--- src/rtl/gate_bist_controller.sv ---
`default_nettype none
// ============================================================================
// Module   : gate_bist_controller
// Brief    : LFSR stimulus / MISR signature BIST controller for gate models.
// Revision : 1.0
// ============================================================================
module gate_bist_controller #(
  parameter int             IN_W      = 18,
  parameter int             OUT_W     = 10,
  parameter int             PATTERNS  = 256,
  parameter int             SETTLE    = 2,
  parameter logic [IN_W-1:0]  LFSR_TAPS = 18'h20400,
  parameter logic [IN_W-1:0]  LFSR_SEED = 18'h00001,
  parameter logic [OUT_W-1:0] MISR_TAPS = 10'h240,
  parameter logic [OUT_W-1:0] MISR_SEED = 10'h000
) (
  input  logic             clk,
  input  logic             rst_n,
  input  logic             start_i,
  input  logic             abort_i,
  input  logic [OUT_W-1:0] exp_sig_i,
  input  logic [OUT_W-1:0] resp_i,
  output logic [IN_W-1:0]  stim_o,
  output logic             busy_o,
  output logic             done_o,
  output logic             pass_o,
  output logic [OUT_W-1:0] signature_o
);

  localparam int c_CNT_W = $clog2(PATTERNS + 1);
  localparam logic [IN_W-1:0]    c_SEED     = (LFSR_SEED == '0) ? IN_W'(1) : LFSR_SEED;
  localparam logic [c_CNT_W-1:0] c_PAT_LAST = c_CNT_W'(PATTERNS - 1);
  localparam logic [3:0]         c_SET_LAST = 4'((SETTLE > 0) ? SETTLE - 1 : 0);

  typedef enum logic [2:0] {
    S_IDLE    = 3'd0,
    S_LOAD    = 3'd1,
    S_SETTLE  = 3'd2,
    S_CAPTURE = 3'd3,
    S_DONE    = 3'd4
  } state_t;

  // With no settle time every pattern is a single CAPTURE cycle.
  localparam state_t c_FIRST = (SETTLE == 0) ? S_CAPTURE : S_SETTLE;

  state_t             state_q, state_d;
  logic [IN_W-1:0]    stim_q, stim_d;
  logic [OUT_W-1:0]   sig_q, sig_d;
  logic [c_CNT_W-1:0] pat_q, pat_d;
  logic [3:0]         set_q, set_d;
  logic               done_q, done_d;
  logic               pass_q, pass_d;
  logic [IN_W-1:0]    w_lfsr_next;
  logic [OUT_W-1:0]   w_misr_next;

  always_ff @(posedge clk or negedge rst_n) begin
    if (!rst_n) begin
      state_q <= S_IDLE;
      stim_q  <= '0;
      sig_q   <= MISR_SEED;
      pat_q   <= '0;
      set_q   <= '0;
      done_q  <= 1'b0;
      pass_q  <= 1'b0;
    end else begin
      state_q <= state_d;
      stim_q  <= stim_d;
      sig_q   <= sig_d;
      pat_q   <= pat_d;
      set_q   <= set_d;
      done_q  <= done_d;
      pass_q  <= pass_d;
    end
  end

  always_comb begin
    state_d     = state_q;
    stim_d      = stim_q;
    sig_d       = sig_q;
    pat_d       = pat_q;
    set_d       = set_q;
    done_d      = done_q;
    pass_d      = pass_q;
    w_lfsr_next = {stim_q[IN_W-2:0], ^(stim_q & LFSR_TAPS)};
    w_misr_next = {sig_q[OUT_W-2:0], ^(sig_q & MISR_TAPS)} ^ resp_i;

    case (state_q)
      S_IDLE: begin
        if (start_i) state_d = S_LOAD;
      end
      S_LOAD: begin
        stim_d  = c_SEED;
        sig_d   = MISR_SEED;
        pat_d   = '0;
        set_d   = '0;
        state_d = c_FIRST;
      end
      S_SETTLE: begin
        if (set_q == c_SET_LAST) begin
          set_d   = '0;
          state_d = S_CAPTURE;
        end else begin
          set_d = set_q + 4'd1;
        end
      end
      S_CAPTURE: begin
        stim_d = w_lfsr_next;
        sig_d  = w_misr_next;
        pat_d  = pat_q + c_CNT_W'(1);
        if (pat_q == c_PAT_LAST) begin
          state_d = S_DONE;
          done_d  = 1'b1;
          pass_d  = (w_misr_next == exp_sig_i);
        end else begin
          state_d = c_FIRST;
        end
      end
      S_DONE: begin
        if (start_i) begin
          state_d = S_LOAD;
          done_d  = 1'b0;
          pass_d  = 1'b0;
        end
      end
      default: state_d = S_IDLE;
    endcase

    // Abort overrides everything, including a simultaneous start or capture.
    if (abort_i) begin
      state_d = S_IDLE;
      stim_d  = stim_q;
      sig_d   = sig_q;
      pat_d   = pat_q;
      set_d   = set_q;
      done_d  = 1'b0;
      pass_d  = 1'b0;
    end
  end

  assign stim_o      = stim_q;
  assign signature_o = sig_q;
  assign done_o      = done_q;
  assign pass_o      = pass_q;
  assign busy_o      = (state_q == S_LOAD) || (state_q == S_SETTLE) || (state_q == S_CAPTURE);

endmodule
`default_nettype wire

--- config.mk ---
export PLATFORM = sky130hd
export DESIGN_NAME = gate_bist_controller
export DESIGN_NICKNAME = d
export VERILOG_FILES = /design/src/rtl/gate_bist_controller.sv
export SDC_FILE = /design/constraint.sdc
export NUM_CORES = 1
export LEC_CHECK = 0
export BUFFER_PORTS_ARGS = -buffer_cell sky130_fd_sc_hd__buf_2
export CAP_MARGIN = 30
export CORE_AREA = 3 3 66 68
export DETAILED_ROUTE_END_ITERATION = 6
export DIE_AREA = 0 0 69 71
export PLACE_DENSITY = 0.86
export SYNTH_ARGS = -nofsm -noshare
export SYNTH_HDL_FRONTEND = slang
export SYNTH_SLANG_ARGS = --single-unit
--- constraint.sdc ---
create_clock -name clk -period 3.5 [get_ports clk]
set_input_delay 0.525 -clock clk [delete_from_list [all_inputs] [get_ports clk]]
set_output_delay 0.525 -clock clk [all_outputs]
set_load 0.01 [all_outputs]
# Word level (Yosys, flattened, before mapping)
# Index checks and enable logic that the tools add are counted.
[word_totals] regBits=46 out_inout_bits=31 input_bits=24 word_cells=52
[op_classes] n_addsub=2 mux=17 reduce_logical=13 bitwise_logic=2 eq_ne=11
[op_table] cell="case mux 18 bit (2 select lines)" count=1
[op_table] cell="case mux 10 bit (2 select lines)" count=1
[op_table] cell="case mux 9 bit (2 select lines)" count=1
[op_table] cell="XOR reduction 18 bit" count=1
[op_table] cell="two-way mux 3 bit" count=4
[op_table] cell="case mux 3 bit (4 select lines)" count=1
[op_table] cell="== test 10 bit" count=1
[op_table] cell="XOR reduction 10 bit" count=1
[op_table] cell="XOR 10 bit" count=1
[op_table] cell="adder 9 x 1 -> 9 bit, second input constant" count=1
[op_table] cell="== test 9 x 8 -> 1 bit, second input constant" count=1
[op_table] cell="!= test 3 bit, second input constant" count=3
[op_table] cell="case mux 4 bit (2 select lines)" count=1
[op_table] cell="== test 3 x 2 -> 1 bit, second input constant" count=2
[op_table] cell="AND reduction 2 bit" count=3
[op_table] cell="two-way mux 1 bit" count=5
[op_table] cell="adder 4 x 1 -> 4 bit, second input constant" count=1
[op_table] cell="== test 4 x 1 -> 1 bit, second input constant" count=1
[op_table] cell="two-way mux 4 bit" count=1
[op_table] cell="case mux 1 bit (2 select lines)" count=2
[op_table] cell="nonzero test 2 bit" count=2
[op_table] cell="== test 3 x 1 -> 1 bit, second input constant" count=1
[op_table] cell="== test 3 bit, second input constant" count=1
[op_table] cell="zero test 3 bit" count=1
[op_table] cell="other kinds (6)" count=7

# Depth between registers and ports, before layout
[depth] depth_word=6 mapped_depth=8 ltp_nobuf=8

# Least setup slack after synthesis
# Ideal clock, no wire load.
[synth_path] path_kind="reg-to-reg" start="register sig_q[9], in the netlist signature_o[9]" end="register pass_q, in the netlist pass_o" path_buffers=0 t_required_ns=3.408 path_slack_ns=1.772 period_less_slack_ns=1.728 arrival_time_ns=1.636 path_stages_with_launch=5 setup_ns=0.092 cell_sequence="dfrtp_1 xnor3_2 xnor2_1 or4_1 o31ai_2"
[synth_via] elab_chain_len=6
[synth_rtl] item="start, declared" line_no="48" rtl="logic [OUT_W-1:0] sig_q, sig_d;"
[synth_rtl] item="start signal, assigned" line_no="68" rtl="sig_q <= sig_d;"
[synth_rtl] item="XOR reduction 10 bit" line_no="85" rtl="w_misr_next = {sig_q[OUT_W-2:0], ^(sig_q & MISR_TAPS)} ^ resp_i;"
[synth_rtl] item="XOR 10 bit" line_no="85"
[synth_rtl] item="== test 10 bit" line_no="113" rtl="pass_d = (w_misr_next == exp_sig_i);"
[synth_rtl] item="two-way mux 1 bit" line_no="110" rtl="if (pat_q == c_PAT_LAST) begin"
[synth_rtl] item="case mux 1 bit (2 select lines)" line_no="87" rtl="case (state_q)"
[synth_rtl] item="two-way mux 1 bit" line_no="129" rtl="if (abort_i) begin"
[synth_rtl] item="end signal, assigned" line_no="72" rtl="pass_q <= pass_d;"
[synth_rtl] item="end, declared" line_no="52" rtl="logic pass_q, pass_d;"
# No other way between the ends. The select of a mux whose other input is x is not followed.
# A chain may end at the register's enable or synchronous reset.

# Worst setup path in the final report
[layout_path] start="register state_q[2]" end="register pat_q[3]"
[layout_via] elab_chain_len=3 elab_cells_between_ends=5 cone_classes="eq/ne (2); mux (1); reduce/logical (2)"
[layout_rtl] item="start, declared" line_no="46" rtl="state_t state_q, state_d;"
[layout_rtl] item="start signal, assigned" line_no="66" rtl="state_q <= state_d;"
[layout_rtl] item="== test 3 x 1 -> 1 bit or == test 3 x 2 -> 1 bit (tied branches)" line_no="87"
[layout_rtl] item="nonzero test 2 bit (no line)"
[layout_rtl] item="AND reduction 2 bit (no line)"
[layout_rtl] item="end signal, assigned" line_no="69" rtl="pat_q <= pat_d;"
[layout_rtl] item="end, declared" line_no="49" rtl="logic [c_CNT_W-1:0] pat_q, pat_d;"
# Parallel ways exist; a longest one is shown, timed or not.

==> flow_summary.ini <==
[flow_run]
cap_viol_max_count = 0

[drt]
finalWirelength_mm = 4.400
route.detailed.drc = 0
drt-pass1-iter-count = 4
wl_per_cell_microns = 14.62
via_per_inst = 5.565
met2RoutedLength_mm = 2.149
met3_length_microns = 255
final_antenna_net_count = 0
drtIter0Drc = 59
highest_layer = met4
met1Wirelength_mm = 1.917
vias = 1675

[timing]
finalClockSkew_ns = 0.004780
setup_tns_ns = 0
hold_viol = 0
relSlewSlack = 0.6198
setup_violations = 0
timing.final.crit_share = 0.5918
tightest_slew_ns = 0.5691
drv_slew = 0
fin_crit_ns = 2.071
finalWorstSetupSlack_ns = 1.429
max_freq_mhz = 482.8
fin_hold_ws_ns = 0.1269
rsz0062_at_grt = no

[clock_tree]
cts_tree = yes
cts_buffer_depth = 2
cts_root_buffer = clkbuf_8
post_cts_buffers = 0
htreeDepth = 2
cts_resized = 0
clock-sinks = 46
hold_buffers = 0
cts_made_buffers = 5
clock_latency_ns = 0.29
clk_pin_slew_ns = 0.08

[die]
die_y_microns = 71
io_pins = 55
core_sq_mm = 0.003914
rows = 23
die_x_microns = 69
dieArea_sq_mm = 0.004899
initial_core_util = 0.5489

[logic_synthesis]
yosysMostFrequentCell = dfrtp_1
synth_warnings = 0
synth_area_leaders = dfrtp_1, a22o_1, xnor2_1, o21ai_0, nand2_1
ys_types = 33
synth-async-reset-ratio = 1.000
syn_area_sq_mm = 0.002148
synth_nets = 223
synth-edff-count = 0
synth_largest_area_cell = dfrtp_1
yosysTopAreaCellShare = 0.5358
ys.flop_type = dfrtp_1
synth-seq-cells = 46
syn_area_per_cell_sq_um = 11.02
syn_inst = 195
ys_seq_area_frac = 0.5358
ys_top_cells_by_count = dfrtp_1, a22o_1, nand2_1, o21ai_0, xnor2_1

[placed_design]
routabilityCongestion = 0.7371
hpwl_mm = 3.122
pre_cts_ws_ns = 1.271
io_buffer_count = 54

[global_routing]
overflow = 0
grt_max_degree = 47
grt_pass1_wl_mm = 7.265
grt_usage = 0.1855
grt_antenna_before_repair = 0
grt_pass1_vias = 1634

[power]
combPwrFrac = 0.316
swShare = 0.3326
power.leakage_uw = 0.001284
switching_power_uw = 535.5
powerDensity_mw_per_mm2 = 622.6
report.power.total_uw = 1610
seqPwrFrac = 0.449
intPower_uw = 1075
irDropWorstVdd_v = 0.0004921
clockPowerShare = 0.235

[critical_path]
crit_buf_inv = 1
critPathRequiredTime_ns = 3.72
cp_slowest_cell = or3b_1
worstPathMaxFanout = 24
critPathCaptureType = flop
max_stage_delay_ns = 0.64
cp_data_arrival_time_ns = 2.29
critPathTopFamily = simple AND/OR/NAND/NOR gates
worstSetupPathType = reg2reg
start_kind = flop
cp_cell_sequence = or3b_1 -> buf_4 -> or3_1 -> a21oi_1

[final_layout]
drive_above_1_share = 0.2749
area_growth_syn_to_layout_pct = 20.38
n_fill_cell = 326
nNetsFinal = 278
antennaDiodeCount = 0

[outcome]
status = completed

[hold_path]
hold_path_class = in2async
==> path summary, 6_finish.rpt <==
check                            from    endpoint  slack, ns  cells past startpoint
max                        state_q[2]    pat_q[3]       1.43                      4
min reg2reg                  set_q[3]    set_q[3]       0.49                      1
min                             rst_n    pat_q[3]       0.13                      1
max reg2reg                state_q[2]    pat_q[3]       1.43                      4
min in group clk              abort_i  state_q[2]       0.46                      2
max in group asynchronous       rst_n  stim_o[10]       2.90                      2
==> state kept, by name, summed over array words and instances, names as in the netlist <==
register	cells
done_o	1
pass_o	1
pat_q	9
set_q	4
signature_o	10
state_q	3
stim_o	18
==> placed cells by master (no fill, tap or decap), types with 3 or more instances in the layout <==
master / instances
a21oi_1: 4
a22o_1: 20
buf_2: 54
clkbuf_8: 5
dfrtp_1: 46
ha_1: 4
inv_1: 4
nand2_1: 20
nand2b_1: 3
nand3_1: 6
nor2_1: 11
nor3_1: 4
o21ai_0: 20
xnor2_1: 16
xor2_1: 5
==> cell families (layout without fill, tap and decap cells) <==
group                      count (synthesis)  after routing  share of synthesized area
adders and majority gates                  4              4                    0.02330
xor gates and xnor gates                  24             24                     0.1200
DFF                                       46             46                     0.5358
buffers and inverters                     13             69                    0.02504
and+or+nand+nor                           57             57                     0.1299
AOI/OAI and AO/OA                         49             49                     0.1567
muxes                                      2              2                   0.009319
==> metal layers <==
metal | up-vias | track usage
met1 | 803 | 0.2291
met2 | 59 | 0.3167
met3 | 9 | 0.04403
met5 | - | 0
li1 | 804 | -
met4 | 0 | 0.07158
==> metrics by stage <==
step                cells    util  instance area [sq um]
floorplan             195       -                   2148
global placement      292  0.6279                   2457
detailed placement    292  0.6279                   2457
CTS                   300  0.6557                   2566
global route          301  0.6608                   2586
finish                301  0.6608                   2586
==> final cells by class <==
cell class / instances / area [sq um] / area share
Timing Repair Buffer: 57 / 305.3 / 0.1180
Tap cell: 50 / 62.56 / 0.02419
Inverter: 4 / 15.01 / 0.005806
Multi-Input combinational cell: 136 / 943.4 / 0.3648
Clock buffer: 5 / 68.82 / 0.02661
Clock inverter: 3 / 40.04 / 0.01548
Sequential cell: 46 / 1151 / 0.4451
==> power by group through the flow <==
stage / logic, uW / registers [uW] / clock network (uW)
floorplan: 337 / 733 / 0
global placement: 495 / 728 / 0
detailed placement: 509 / 730 / 0
CTS: 513 / 722 / 387
global route: 568 / 737 / 410
finish: 509 / 723 / 378
Note: power is estimated with default switching activity, not from simulation.
